## config.mk

```make
export PLATFORM = sky130hd
export DESIGN_NAME = reset_boot_sequencer
export DESIGN_NICKNAME = d
export VERILOG_FILES = /design/src/rtl/reset_boot_sequencer.sv
export SDC_FILE = /design/constraint.sdc
export NUM_CORES = 1
export LEC_CHECK = 0
export BUFFER_PORTS_ARGS = -buffer_cell sky130_fd_sc_hd__buf_4
export CAP_MARGIN = 25
export CORE_UTILIZATION = 56
export DETAILED_ROUTE_END_ITERATION = 10
export GPL_TIMING_DRIVEN = 0
export PLACE_DENSITY = 0.82
export SETUP_SLACK_MARGIN = 0.3
export SYNTH_ARGS = -nofsm -noshare
export SYNTH_HDL_FRONTEND = slang
export SYNTH_SLANG_ARGS = --single-unit
```

## constraint.sdc

```tcl
create_clock -name clk -period 3.7 [get_ports clk]
set_input_delay 1.11 -clock clk [delete_from_list [all_inputs] [get_ports clk]]
set_output_delay 1.11 -clock clk [all_outputs]
set_load 0.02 [all_outputs]
```

## src/rtl/reset_boot_sequencer.sv

```systemverilog
// rtl/reset_boot_sequencer.sv - holds the system reset for CYCLES clocks after any reset cause
module reset_boot_sequencer #(
    parameter int CYCLES = 20
) (
    input  logic        clk,
    input  logic        rst,
    input  logic        soft_rst_i,
    output logic        rst_n_o,
    output logic        rst_o,
    output logic        busy_o,
    output logic        boot_done_o,
    output logic [15:0] count_o
);

    if (CYCLES < 1 || CYCLES > 65535) begin : g_bad_cycles
        $error("reset_boot_sequencer: CYCLES must be in 1..65535");
    end

    typedef enum logic {
        HOLD = 1'b0,
        RUN  = 1'b1
    } state_t;

    localparam logic [15:0] LP_LAST = 16'(CYCLES - 1);

    // Declaration initialisers give the power-up boot hold without an rst pulse.
    state_t      r_state     = HOLD;
    logic [15:0] r_count     = 16'd0;
    logic        r_boot_done = 1'b0;

    state_t      w_state_nxt;
    logic [15:0] w_count_nxt;
    logic        w_boot_done_nxt;

    always_ff @(posedge clk) begin
        r_state     <= w_state_nxt;
        r_count     <= w_count_nxt;
        r_boot_done <= w_boot_done_nxt;
    end

    always_comb begin
        w_state_nxt     = r_state;
        w_count_nxt     = r_count;
        w_boot_done_nxt = 1'b0;
        if (rst) begin
            w_state_nxt = HOLD;
            w_count_nxt = 16'd0;
        end else begin
            case (r_state)
                HOLD: begin
                    // Counter saturates at the last value so it never wraps.
                    if (r_count == LP_LAST) begin
                        w_state_nxt     = RUN;
                        w_boot_done_nxt = 1'b1;
                    end else begin
                        w_count_nxt = r_count + 16'd1;
                    end
                end
                RUN: begin
                    if (soft_rst_i) begin
                        w_state_nxt = HOLD;
                        w_count_nxt = 16'd0;
                    end
                end
                default: begin
                    w_state_nxt = HOLD;
                    w_count_nxt = 16'd0;
                end
            endcase
        end
    end

    assign rst_n_o     = (r_state == RUN);
    assign rst_o       = (r_state != RUN);
    assign busy_o      = (r_state == HOLD);
    assign boot_done_o = r_boot_done;
    assign count_o     = r_count;

endmodule

```

==> results of run 1 <==
worst register-to-register path: stages, from the launching register on:
cell and delay, ns:
dfxtp_1 0.54, ha_1 0.32, nand4_2 0.22, or4_1 0.57, and3_1 0.20, a211o_1 0.26
final timing paths:
check,endpoint,cells after the start
hold reg to reg,count_o[14],1
setup / recovery,rst_o,5
hold / removal,count_o[14],1
setup reg to reg,count_o[12],5
cells in the final DEF, fill, tap and decap left out, types with 2 or more instances in the layout:
cell	n
a211o_1	3
a21oi_1	5
o21ai_0	2
nor3_1	5
nand3_1	5
a311oi_1	2
clkbuf_4	3
clkbuf_1	4
a21o_1	3
or4b_1	2
mux2i_1	3
or3_1	3
nand2_1	12
inv_1	3
nand4_1	4
or4_1	3
buf_4	25
nand2b_1	2
nand4_2	2
nor4_1	8
and3_1	3
dfxtp_1	18
a31oi_1	3
nor2_1	6
buf_2	2
a41oi_1	2
o21ai_1	3
synth_stat cells, types with 2 or more instances:
cell,number
a211o_1,3
a21o_1,3
a21oi_1,5
a311oi_1,2
a31oi_1,3
a41oi_1,2
and3_1,3
buf_2,2
buf_4,3
clkbuf_1,4
dfxtp_1,18
inv_1,3
mux2i_1,3
nand2_1,12
nand2b_1,2
nand3_1,5
nand4_1,4
nand4_2,2
nor2_1,6
nor3_1,5
nor4_1,8
o21ai_0,2
o21ai_1,3
or3_1,3
or4_1,3
or4b_1,2
final cells by class:
type	instances	area [sq um]	share of cell area (%)
Buffer	9	47.5	3.73
Clock buffer	4	36.3	2.84
Inverter	4	15.0	1.18
Multi-Input combinational cell	95	621	48.6
Sequential cell	18	360	28.2
Tap cell	25	31.3	2.45
Timing Repair Buffer	22	165	12.9
state kept, by name (all words and copies together) (netlist names):
| name | count |
|---|---|
| rst_n_o | 1 |
| boot_done_o | 1 |
| count_o | 16 |
cell families (layout without fill, tap and decap cells):
kind of cell	count (synthesis)	count (layout)	share of synthesized area [%]
muxes	4	4	3.96
buffers and inverters	13	39	5.99
and+or+nand+nor	61	61	34.3
adders and majority gates	1	1	1.20
AOI/OAI and AO/OA	29	29	20.0
DFF	18	18	34.5
metrics by stage:
step / cell area (sq um) / hold slack [ns]
2_1_floorplan: 1040 / 0.609
3_3_place_gp: 1240 / 0.549
3_5_place_dp: 1240 / 0.562
4_1_cts: 1280 / 0.580
5_1_grt: 1280 / 0.607
6_report: 1280 / 0.587
routing by layer:
layer / track usage [%] / vias up / part of all wire [%]
met5: 0 / - / 0
met4: 9.70 / 0 / 1.1
met3: 2.80 / 5 / 4.3
met2: 37.7 / 34 / 47
met1: 40.2 / 503 / 48
li1: - / 538 / -
power by group:
part | switching (mW) | internal [mW]
clock network | 0.0643 | 0.0600
registers | 0.00580 | 0.196
logic | 0.0150 | 0.0117
==> results_dict.tcl, run 1 <==
set metrics [dict create \
    setup_viol 0 \
    final.setup.worst_slack_ns 0.814 \
    clkLatencyLatePin_ns 0.30 \
    total_power_mw 0.353 \
    path_buf_inv 5 \
    grt.overflow.total 0 \
    clkSinkCount 18 \
    cp-end-kind "output pin" \
    dr.pass1.iters 4 \
    status "completed" \
    critPathTopFamily "buffers and inverters" \
    synth-seq-cells 18 \
    crit_slowest_cell "clkbuf_1" \
    wl_mm 2.45 \
    std_cell_rows 15 \
    path_cells "clkbuf_1 > clkbuf_1 > inv_2 > buf_4 > buf_4" \
    antenna_found_initial 0 \
    ys_types 41 \
    cp_max_fo 10 \
    synth-edff-count 0 \
    ctsResizeCount 0 \
    synth.net_count 130 \
    cts_hold_buf 0 \
    netlist.area_leader.share_pct 34.5 \
    max-vdd-ir-drop_uv 193 \
    initial_utilization_pct 59.8 \
    gr-usage-all-layers_pct 26.3 \
    synth-seq-area-share_pct 34.5 \
    final_util_pct 73.1 \
    port_buffers 22 \
    min_period_ns 2.89 \
    rsz0062_at_grt "false" \
    die-area_sq_mm 0.00204 \
    power.density_mw_per_mm2 277 \
    ant_nets 0 \
    core_sq_mm 0.00175 \
    area_delta_synth_final_pct 22.3 \
    die_h_um 45.2 \
    crit_path_start_kind "register" \
    fin_cells 177 \
    cp.required_ns 2.59 \
    synth_area_leaders "dfxtp_1 35%, nor4_1 4.8%, nand2_1 4.3%, mux2i_1 2.9%, a211o_1 2.5%" \
    worstHoldStart "count_o[14]" \
    period_share_pct 78.0 \
    ys.flop_type "dfxtp_1" \
    placed_cells 173 \
    fin_nets 157 \
    drt-initial-drc-count 34 \
    avgSynthCellArea_sq_um 8.28 \
    cts_buffer_depth 2 \
    crit-reg2reg-launch "count_o[0]" \
    grt_pass1_wl_mm 3.98 \
    ys_warn_count 0 \
    post_synth_instance_area_sq_mm 0.00104 \
    vias_per_cell 6.10 \
    ios 23 \
    synth_top_cell_by_area "dfxtp_1" \
    drive_gt1_share_pct 23.7 \
    antenna_cells 0 \
    reg2reg_slack_ns 1.50 \
    crit_start "rst_n_o" \
    slew_viol_final 0 \
    cts_made_buffers 3 \
    pre_cts_ws_ns 1.17 \
    dpl.hpwl_mm 1.73 \
    criticalPathCategory "register to output pin" \
    dieWidth_um 45.2 \
    tightest_slew_ns 0.562 \
    leakage_nw 0.567 \
    critical_path_arrival_ns 1.78 \
    tritoncts "done" \
    path_clk_slew_ns 0.11 \
    place_congestion 0.834 \
    grt_pass1_vias 867 \
    ys_async_sr_fraction_pct 0 \
    routedWlPerCell_um 13.8 \
    clock_skew_ns 0.00275 \
    grt_max_degree 11 \
    maxCapViolCount 0 \
    route.detailed.drc 0 \
    maxSlewHeadroom_pct 62.4 \
    hold_path_class "register to register" \
    tns_ns 0 \
    cts_setup_buffers 0 \
    cts_root_buffer "clkbuf_4" \
    htree_levels 1 \
    max_freq_ghz 0.347 \
    fillers 137 \
    syn_inst 126 \
    report.final.hold_viol_count 0 \
    cpPeakStageDelay_ns 0.41 \
    vias 1080 \
]
Note: power is estimated with default switching activity, not from simulation.
==> run 2, diff against run 1 <==
--- a/config.mk
+++ b/config.mk
@@ -7,10 +7,10 @@
 export LEC_CHECK = 0
 export BUFFER_PORTS_ARGS = -buffer_cell sky130_fd_sc_hd__buf_4
 export CAP_MARGIN = 25
-export CORE_UTILIZATION = 56
+export CORE_UTILIZATION = 52
 export DETAILED_ROUTE_END_ITERATION = 10
 export GPL_TIMING_DRIVEN = 0
-export PLACE_DENSITY = 0.82
+export PLACE_DENSITY = 0.77
 export SETUP_SLACK_MARGIN = 0.3
 export SYNTH_ARGS = -nofsm -noshare
 export SYNTH_HDL_FRONTEND = slang
==> constraint.sdc (replaced) <==
create_clock -name clk -period 2.7 [get_ports clk]
set_input_delay 0.81 -clock clk [delete_from_list [all_inputs] [get_ports clk]]
set_output_delay 0.81 -clock clk [all_outputs]
set_load 0.02 [all_outputs]
==> results_dict.tcl, run 2 (synthesis gave the netlist of run 1 again) <==
set metrics [dict create \
    gr-usage-all-layers_pct 27.9 \
    leakage_nw 0.574 \
    final_cell_mix "25 x buf_4, 18 x dfxtp_1, 12 x nand2_1, 8 x nor4_1, 6 x nor2_1" \
    die-area_sq_mm 0.00219 \
    cts_made_buffers 3 \
    ctsResizeCount 2 \
    grt_max_degree 11 \
    holdPathEnd "count_o[13]" \
    maxCapViolCount 0 \
    criticalPathCategory "register to output pin" \
    worstHoldStart "count_o[13]" \
    cts_root_buffer "clkbuf_4" \
    vias 1088 \
    path_cells "clkbuf_2 > clkbuf_4 > inv_2 > buf_4 > buf_4" \
    clock_skew_ns 0.00472 \
    max-vdd-ir-drop_uv 364 \
    setup_viol 0 \
    min_period_ns 2.27 \
    power.density_mw_per_mm2 381 \
    path_clk_slew_ns 0.11 \
    drt-initial-drc-count 51 \
    hold_path_class "register to register" \
    drive_gt1_share_pct 25.0 \
    grt_pass1_wl_mm 4.31 \
    clkSinkCount 18 \
    cts_setup_buffers 0 \
    crit_slowest_cell "dfxtp_1" \
    status "completed" \
    ant_nets 0 \
    crit-reg2reg-launch "count_o[0]" \
    initial_utilization_pct 57.9 \
    max_freq_ghz 0.441 \
    cts_buffer_depth 2 \
    grt_pass1_vias 923 \
    min_path_cells 1 \
    cp.depth 5 \
    antenna_cells 0 \
    clkLatencyLatePin_ns 0.30 \
    core_sq_mm 0.00180 \
    port_buffers 22 \
    report.final.hold_viol_count 0 \
    wl_mm 2.70 \
    tns_ns 0 \
    cpPeakStageDelay_ns 0.36 \
    area_delta_synth_final_pct 22.8 \
    ios 23 \
    fin_nets 157 \
    r2r-end "count_o[12]" \
    critical_path_arrival_ns 1.46 \
    maxSlewHeadroom_pct 60.1 \
    pre_cts_ws_ns 0.444 \
    cp_max_fo 10 \
    routedWlPerCell_um 15.3 \
    place_congestion 0.815 \
    dr.pass1.iters 4 \
    route.detailed.drc 0 \
    die_h_um 46.8 \
    final.setup.worst_slack_ns 0.431 \
    total_power_mw 0.488 \
    dieWidth_um 46.8 \
    worst_path_most_repeated_cell "buf_4" \
    antenna_found_initial 0 \
    rsz0062_at_grt "false" \
    slew_viol_final 0 \
    r2r_cells 5 \
    cp-end-kind "output pin" \
    final_util_pct 71.1 \
    cts_hold_buf 0 \
    path_buf_inv 5 \
    std_cell_rows 15 \
    reg2reg_slack_ns 0.49 \
    period_share_pct 84.1 \
    vias_per_cell 6.15 \
    crit_path_start_kind "register" \
    dpl.hpwl_mm 1.86 \
    final_common_cell "buf_4" \
    cp.required_ns 1.89 \
    largest_register_ffs 16 \
    htree_levels 1 \
    grt.overflow.total 0 \
    tritoncts "done" \
    critPathTopFamily "buffers and inverters" \
    tightest_slew_ns 0.596 \
]
==> run 2: cell types whose count changed in the layout (fill, tap and decap cells not counted) <==
cell      before  now
clkbuf_2       0    1
clkbuf_1       4    2
clkbuf_4       3    4
==> run 2: metal layers <==
metal,wire (um),up-vias,global-route usage [%]
met2,1280,49,42.2
met3,151,5,4.62
met4,32,0,10.3
met1,1240,497,40.0
met5,0,-,0
li1,-,537,-
==> run 2: power breakdown <==
part | switching (mW) | leakage (nW) | internal [mW]
sequential | 0.00802 | 0.146 | 0.269
combinational | 0.0205 | 0.407 | 0.0160
clock | 0.0917 | 0.0210 | 0.0823
==> run 2: layout make-up <==
cell class	count	area, sq um
Multi-Input combinational cell	95	621
Clock buffer	4	36.3
Buffer	9	52.6
Sequential cell	18	360
Inverter	4	15.0
Tap cell	25	31.3
Fill cell	161	520
Timing Repair Buffer	22	165
==> run 2: through the flow <==
stage	cells	hold WS [ns]	cell area, sq um
final	177	0.586	1280
after global placement	173	0.549	1240
after floorplan	126	0.609	1040
after detailed placement	173	0.558	1240
after global routing	177	0.606	1280
after CTS	177	0.583	1280
==> run 2: how the worst max path moves through the flow <==
stage	startpoint	to	slack, ns
2_1_floorplan	count_o[1]	count_o[12]	0.61
6_report	rst_n_o	rst_o	0.43
5_1_grt	rst_n_o	rst_o	0.36
3_3_place_gp	rst_n_o	rst_o	0.50
4_1_cts	rst_n_o	rst_o	0.32
3_5_place_dp	rst_n_o	rst_o	0.44
